--- src/rtl/uart_led_cmd_ctrl.sv ---
// uart_led_cmd_ctrl
//   Command parser between a simpleuart-style register port and N_CH LED PWM
//   channels. Single digits set an on/off colour mask, "L<c><hh>" sets the
//   brightness of channel c. Every command is answered with ACK_CHAR or
//   NAK_CHAR. Brightness updates are copied into the PWM only when the
//   PWM counter wraps to 0, so no period is ever cut short.
//
// Ports
//   hw_clk, resetn   clock, synchronous active-low reset
//   reg_dat_we/di    transmit strobe and byte (di[31:8] always 0)
//   reg_dat_wait     transmitter busy; write accepted when we=1 and wait=0
//   reg_dat_re/do    receive pop strobe and data (do[8]=1 means empty)
//   pwm_out          per-channel PWM output
//   busy             high whenever the parser is not idle
//   err_pulse        one-cycle pulse when a NAK reply starts
//
// state     | meaning
// ----------+--------------------------------------------------
// ST_IDLE   | waiting for the first byte of a command
// ST_GET_CH | 'L' seen, waiting for the channel digit
// ST_GET_HI | waiting for the high hex nibble of the level
// ST_GET_LO | waiting for the low hex nibble of the level
// ST_REPLY  | holding the ACK/NAK byte on di until accepted
module uart_led_cmd_ctrl #(
    parameter int unsigned     N_CH        = 3,
    parameter int unsigned     PWM_BITS    = 8,
    parameter int unsigned     PRESCALE    = 1,
    parameter int unsigned     TIMEOUT_CYC = 120000,
    parameter logic [N_CH-1:0] RESET_MASK  = 3'b010,
    parameter logic [7:0]      ACK_CHAR    = "K",
    parameter logic [7:0]      NAK_CHAR    = "?"
) (
    input  logic            hw_clk,
    input  logic            resetn,
    output logic            reg_dat_we,
    output logic            reg_dat_re,
    output logic [31:0]     reg_dat_di,
    input  logic [31:0]     reg_dat_do,
    input  logic            reg_dat_wait,
    output logic [N_CH-1:0] pwm_out,
    output logic            busy,
    output logic            err_pulse
);

    localparam int unsigned       CH_W     = (N_CH > 1) ? $clog2(N_CH) : 1;
    localparam int unsigned       TO_W     = (TIMEOUT_CYC > 2) ? $clog2(TIMEOUT_CYC) : 1;
    localparam logic [TO_W-1:0]   TO_LOAD  = TO_W'(TIMEOUT_CYC - 1);
    localparam logic [7:0]        PRE_LOAD = 8'(PRESCALE - 1);
    localparam logic [PWM_BITS-1:0] LVL_MAX = '1;

    typedef enum logic [2:0] {
        ST_IDLE,
        ST_GET_CH,
        ST_GET_HI,
        ST_GET_LO,
        ST_REPLY
    } state_t;

    state_t                          state_q, state_d;
    logic [N_CH-1:0][PWM_BITS-1:0]   shadow_q, shadow_d;
    logic [N_CH-1:0][PWM_BITS-1:0]   active_q;
    logic [CH_W-1:0]                 ch_q, ch_d;
    logic [3:0]                      hi_q, hi_d;
    logic [7:0]                      reply_q, reply_d;
    logic [TO_W-1:0]                 to_q, to_d;
    logic [7:0]                      pre_q;
    logic [PWM_BITS-1:0]             cnt_q;
    logic                            err_q;
    logic                            armed_q;
    logic                            nak_set, rx_take, rx_avail;
    logic                            step, wrap;

    logic [7:0] rx_byte;
    logic [3:0] dig_val, hex_val;
    logic [7:0] hh, mask8;
    logic       is_dig, is_hex;
    logic       unused_do_bits;

    assign rx_byte        = reg_dat_do[7:0];
    assign unused_do_bits = ^reg_dat_do[31:9];

    always_comb begin
        dig_val = 4'(rx_byte - 8'h30);
        is_dig  = (rx_byte >= 8'h30) && (rx_byte <= 8'h39);
        is_hex  = 1'b1;
        hex_val = 4'h0;
        if (is_dig)
            hex_val = dig_val;
        else if ((rx_byte >= 8'h41) && (rx_byte <= 8'h46))
            hex_val = 4'(rx_byte - 8'h37);
        else if ((rx_byte >= 8'h61) && (rx_byte <= 8'h66))
            hex_val = 4'(rx_byte - 8'h57);
        else
            is_hex = 1'b0;
        hh    = {hi_q, hex_val};
        mask8 = {4'h0, dig_val};
    end

    always_comb begin
        state_d  = state_q;
        shadow_d = shadow_q;
        ch_d     = ch_q;
        hi_d     = hi_q;
        reply_d  = reply_q;
        to_d     = to_q;
        nak_set  = 1'b0;
        rx_take  = 1'b0;
        // One pop per byte: the data word must read empty before the next pop.
        rx_avail = armed_q && !reg_dat_do[8];
        case (state_q)
            ST_IDLE: begin
                if (rx_avail) begin
                    rx_take = 1'b1;
                    to_d    = TO_LOAD;
                    if (is_dig) begin
                        if (9'(dig_val) < 9'(1 << N_CH)) begin
                            for (int i = 0; i < int'(N_CH); i++)
                                shadow_d[i] = mask8[i] ? LVL_MAX : '0;
                            reply_d = ACK_CHAR;
                            state_d = ST_REPLY;
                        end else begin
                            nak_set = 1'b1;
                        end
                    end else if ((rx_byte == 8'h4C) || (rx_byte == 8'h6C)) begin
                        state_d = ST_GET_CH;
                    end else if ((rx_byte != 8'h0D) && (rx_byte != 8'h0A)) begin
                        nak_set = 1'b1;
                    end
                end
            end
            ST_GET_CH, ST_GET_HI, ST_GET_LO: begin
                if (rx_avail) begin
                    rx_take = 1'b1;
                    to_d    = TO_LOAD;
                    case (state_q)
                        ST_GET_CH: begin
                            if (is_dig && (9'(dig_val) < 9'(N_CH))) begin
                                ch_d    = CH_W'(dig_val);
                                state_d = ST_GET_HI;
                            end else begin
                                nak_set = 1'b1;
                            end
                        end
                        ST_GET_HI: begin
                            if (is_hex) begin
                                hi_d    = hex_val;
                                state_d = ST_GET_LO;
                            end else begin
                                nak_set = 1'b1;
                            end
                        end
                        default: begin
                            if (is_hex) begin
                                shadow_d[ch_q] = hh[7 -: PWM_BITS];
                                reply_d        = ACK_CHAR;
                                state_d        = ST_REPLY;
                            end else begin
                                nak_set = 1'b1;
                            end
                        end
                    endcase
                end else if (to_q == '0) begin
                    nak_set = 1'b1;
                end else begin
                    to_d = to_q - 1'b1;
                end
            end
            ST_REPLY: begin
                if (!reg_dat_wait)
                    state_d = ST_IDLE;
            end
            default: state_d = ST_IDLE;
        endcase
        if (nak_set) begin
            reply_d = NAK_CHAR;
            state_d = ST_REPLY;
        end
    end

    assign step = (pre_q == 8'd0);
    assign wrap = step && (cnt_q == LVL_MAX);

    always_ff @(posedge hw_clk) begin
        if (!resetn) begin
            state_q <= ST_IDLE;
            for (int i = 0; i < int'(N_CH); i++) begin
                shadow_q[i] <= RESET_MASK[i] ? LVL_MAX : '0;
                active_q[i] <= RESET_MASK[i] ? LVL_MAX : '0;
            end
            ch_q    <= '0;
            hi_q    <= '0;
            reply_q <= '0;
            to_q    <= TO_LOAD;
            pre_q   <= PRE_LOAD;
            cnt_q   <= '0;
            err_q   <= 1'b0;
            armed_q <= 1'b1;
        end else begin
            state_q  <= state_d;
            shadow_q <= shadow_d;
            ch_q     <= ch_d;
            hi_q     <= hi_d;
            reply_q  <= reply_d;
            to_q     <= to_d;
            err_q    <= nak_set;
            if (rx_take)
                armed_q <= 1'b0;
            else if (reg_dat_do[8])
                armed_q <= 1'b1;
            if (step) begin
                pre_q <= PRE_LOAD;
                cnt_q <= cnt_q + 1'b1;
                // shadow_d so a write landing on the wrap step is not lost
                if (wrap)
                    active_q <= shadow_d;
            end else begin
                pre_q <= pre_q - 1'b1;
            end
        end
    end

    always_comb begin
        pwm_out = '0;
        for (int i = 0; i < int'(N_CH); i++)
            pwm_out[i] = (active_q[i] == LVL_MAX) || (cnt_q < active_q[i]);
    end

    assign reg_dat_re = resetn && rx_take;
    assign reg_dat_we = resetn && (state_q == ST_REPLY);
    assign reg_dat_di = reg_dat_we ? {24'h0, reply_q} : 32'h0;
    assign busy       = resetn && (state_q != ST_IDLE);
    assign err_pulse  = resetn && err_q;

endmodule

--- config.mk ---
export PLATFORM = sky130hd
export DESIGN_NAME = uart_led_cmd_ctrl
export DESIGN_NICKNAME = d
export VERILOG_FILES = /design/src/rtl/uart_led_cmd_ctrl.sv
export SDC_FILE = /design/constraint.sdc
export NUM_CORES = 1
export LEC_CHECK = 0
export CAP_MARGIN = 20
export CORE_UTILIZATION = 56
export CTS_BUF_LIST = sky130_fd_sc_hd__clkbuf_16
export DETAILED_ROUTE_END_ITERATION = 10
export PLACE_DENSITY = 0.81
export REMOVE_ABC_BUFFERS = 1
export SLEW_MARGIN = 25
export SYNTH_ARGS = -nofsm -noshare
export SYNTH_HDL_FRONTEND = slang
export SYNTH_SLANG_ARGS = --single-unit
--- constraint.sdc ---
create_clock -name hw_clk -period 3.1 [get_ports hw_clk]
set_input_delay 0.31 -clock hw_clk [delete_from_list [all_inputs] [get_ports hw_clk]]
set_output_delay 0.31 -clock hw_clk [all_outputs]
set_load 0.05 [all_outputs]
==> key figures <==
Layout
  • Final nets: 746
  • Layout cell share with drive strength beyond 1: 0.1033
  • Final Non-Filler Cells: 816
  • ANT cells: 0
  • Layout area overhead: 12.88%
  • # fillers: 769

Timing
  • Clock Skew: 8.073 ps
  • Setup violators final: 0
  • Max Fclk: 349.4 MHz
  • RSZ-0062 raised after global routing: no
  • Total Neg Setup Slack: 0 ps
  • Slew Viols, Final: 0
  • Rel. slew slack: 0.4717
  • Final Hold Viols: 0
  • Slew @ Worst Pin: 787.1 ps
  • Period utilization: 0.9232
  • Final hold slack: 460.8 ps
  • Final WS setup: 238.1 ps
  • Fin crit period: 2862 ps

Global routing
  • Remaining Overflow, GRT: 0
  • Largest net degree at the start of global routing: 42
  • Initial antenna violation count: 0
  • Number of global-route vias before repair: 4,777
  • Total track usage: 0.2777
  • First-pass GRT wire length: 22,160 um

Worst hold path
  • Hold WC Path Type: reg -> reg

Synth
  • Count leader, synth: dfxtp_1
  • Post-synthesis sequential area ratio: 0.3502
  • Synth unique cells: 78
  • Simple-gate area share of the yosys netlist: 0.2177
  • Post-synthesis mux area share: 0.007604
  • Post-synth top area share: 0.3502
  • Largest family of logic cells by synthesized area: compound AO/OA/AOI/OAI gates
  • Number of synthesis warnings: 0
  • Top post-synthesis cells by count: dfxtp_1, a21oi_1, nor2_1
  • EDFF count, synth: 0
  • Mapped cell area: 5430 sq um
  • Avg Cell Area, Syn: 8.228 sq um
  • Main synth FF type: dfxtp_1
  • XOR/XNOR Fraction of Synth Area: 0.03226
  • Synth async-reset ratio: 0
  • Fraction of the mapped netlist area in adder cells: 0.06682
  • Compound-gate portion of the synthesized area: 0.2313
  • Synthesized flop and latch total: 95
  • Synth area leaders: dfxtp_1, ha_1, a21oi_1
  • Mapped Cells: 660
  • Post-synth top area cell: dfxtp_1

Detailed routing
  • Via density: 6.011
  • First-pass iteration count of the detailed router: 5
  • Avg WL per Cell: 16.03 um
  • Routed Antenna Nets: 0
  • Detailed Route WL: 13,080 um
  • Residual DRC: 0
  • DRT iter0 DRCs: 369
  • Routed via count: 4,905

Worst setup path
  • Worst-path fanout max: 6
  • Setup CP Type: reg -> out
  • Crit path DAT: 2550 ps
  • CP endpoint kind: output port
  • Critical path startpoint category: flip-flop
  • Worst endpoint required time: 2790 ps

Clock tree
  • H-tree depth: 3
  • CTS tree: built
  • Clock Tree Buf Depth: 2
  • Root Driver: clkbuf_16
  • Postcts setup bufs: 0
  • Reg clk slew, reported paths: 70 ps
  • Post-CTS sizing: 0
  • Worst skew pair latency: 340 ps
  • Clock Sinks: 95
  • CTS Hold Buffers Added: 0
  • Num CTS Buffers: 9

Place
  • Dpl hpwl: 9702 um
  • Worst slack, placed: 145.1 ps
  • Port bufs: 25
  • Routability Congestion: 0.8726
  • Placed cells: 800

Power and ir drop
  • VDD IR-drop max: 380.6 uV
  • Power Dens Cells: 446.4 nW/um^2
  • Leakage Power: 2.506 nW

Floorplan
  • Ports: 74
  • Die Area: 10,090 sq um
  • Die Wd: 100.5 um
  • Cell Rows: 35
  • CORE AREA: 9328 sq um
  • Die span in y: 100.5 um
  • Initial Utilization: 0.5822

Status
  • Status: finished clean

Job
  • Max Cap Viol: 0
routing by layer:
metal / share of wire / vias up / wire length, um / global-route usage
met5: 0 / - / 0 / 0
met4: 0.022 / 0 / 289 / 0.09922
met3: 0.064 / 29 / 842 / 0.05756
met2: 0.50 / 195 / 6487 / 0.4837
met1: 0.42 / 2319 / 5459 / 0.3393
li1: - / 2362 / - / -
final timing paths:
check | slack, ps | endpoint | depth (start not counted) | from
setup / recovery | 240 | pwm_out[1] | 7 | cnt_q[1]$_SDFFE_PN0P_
hold / removal | 460 | pre_q[0]$_SDFF_PP0_ | 1 | pre_q[0]$_SDFF_PP0_
setup reg to reg | 520 | active_q[10]$_SDFFE_PN1P_ | 8 | pre_q[0]$_SDFF_PP0_
hold reg to reg | 460 | pre_q[0]$_SDFF_PP0_ | 1 | pre_q[0]$_SDFF_PP0_
layout by cell type, fill, tap and decap left out, types with 3 or more instances in the layout:
| cell type | n |
|---|---|
| xor2_1 | 6 |
| inv_1 | 38 |
| nor2b_1 | 6 |
| clkdlybuf4s50_1 | 15 |
| nor4_1 | 7 |
| clkbuf_16 | 9 |
| a221oi_1 | 4 |
| o21ai_0 | 31 |
| dfxtp_1 | 95 |
| nor4b_1 | 3 |
| a21o_1 | 13 |
| buf_12 | 10 |
| a211oi_1 | 7 |
| nor3_1 | 16 |
| a31oi_1 | 13 |
| conb_1 | 25 |
| or3_1 | 6 |
| o22ai_1 | 3 |
| o211a_1 | 7 |
| nand3_1 | 15 |
| mux2i_1 | 3 |
| o2111ai_1 | 6 |
| buf_4 | 22 |
| ha_1 | 29 |
| a22oi_1 | 9 |
| xnor2_1 | 14 |
| a41o_1 | 3 |
| nand4_1 | 11 |
| or2_2 | 3 |
| a21oi_1 | 64 |
| o311a_1 | 3 |
| and3_1 | 7 |
| and2_1 | 5 |
| nor2_1 | 62 |
| nand2b_1 | 6 |
| nand2_1 | 55 |
cell type report:
type,count,area [sq um],area share
Multi-Input combinational cell,491,3112,0.5077
Timing Repair Buffer,47,515.5,0.08410
Clock buffer,9,225.2,0.03674
Tap cell,129,161.4,0.02633
Inverter,38,142.6,0.02327
Sequential cell,95,1902,0.3103
Clock inverter,7,71.32,0.01164
registers in the layout, indices dropped and copies added (netlist names):
signal    flops
ch_q          2
pre_q         8
hi_q          4
active_q     24
shadow_q     24
armed_q       1
to_q         17
state_q       3
reply_q       3
err_q         1
cnt_q         8
metrics by stage:
step	power, W	cell area (sq um)	utilization
3_3_place_gp	0.001646	5833	0.6254
5_1_grt	0.002841	6130	0.6571
2_1_floorplan	0.001526	5156	-
3_5_place_dp	0.001656	5833	0.6254
6_report	0.002736	6130	0.6571
4_1_cts	0.002749	6130	0.6571
critical path, cell delays in order (launching register included):
cell and delay [ps]:
dfxtp_1 460, ha_1 290, a21o_1 150, a21oi_1 140, nor2b_1 60, o2111ai_1 170
a21o_1 140, clkdlybuf4s50_1 800
logic make-up (layout without fill, tap and decap cells):
| logic type | Yosys count | in the layout |
|---|---|---|
| mux | 4 | 4 |
| fa+ha+maj | 29 | 29 |
| compound gates | 188 | 188 |
| xor+xnor | 20 | 20 |
| buf+inv | 98 | 101 |
| simple gates | 225 | 225 |
| flops | 95 | 95 |
| other cells | 1 | 25 |
report_power, final:
part | internal, W | total (W) | switching (W)
clock | 0.000627 | 0.00111 | 0.000479
combinational | 0.000119 | 0.000370 | 0.000251
sequential | 0.00124 | 0.00126 | 0.0000207
total | 0.00199 | 0.00274 | 0.000750
Note: power is estimated with default switching activity, not from simulation.
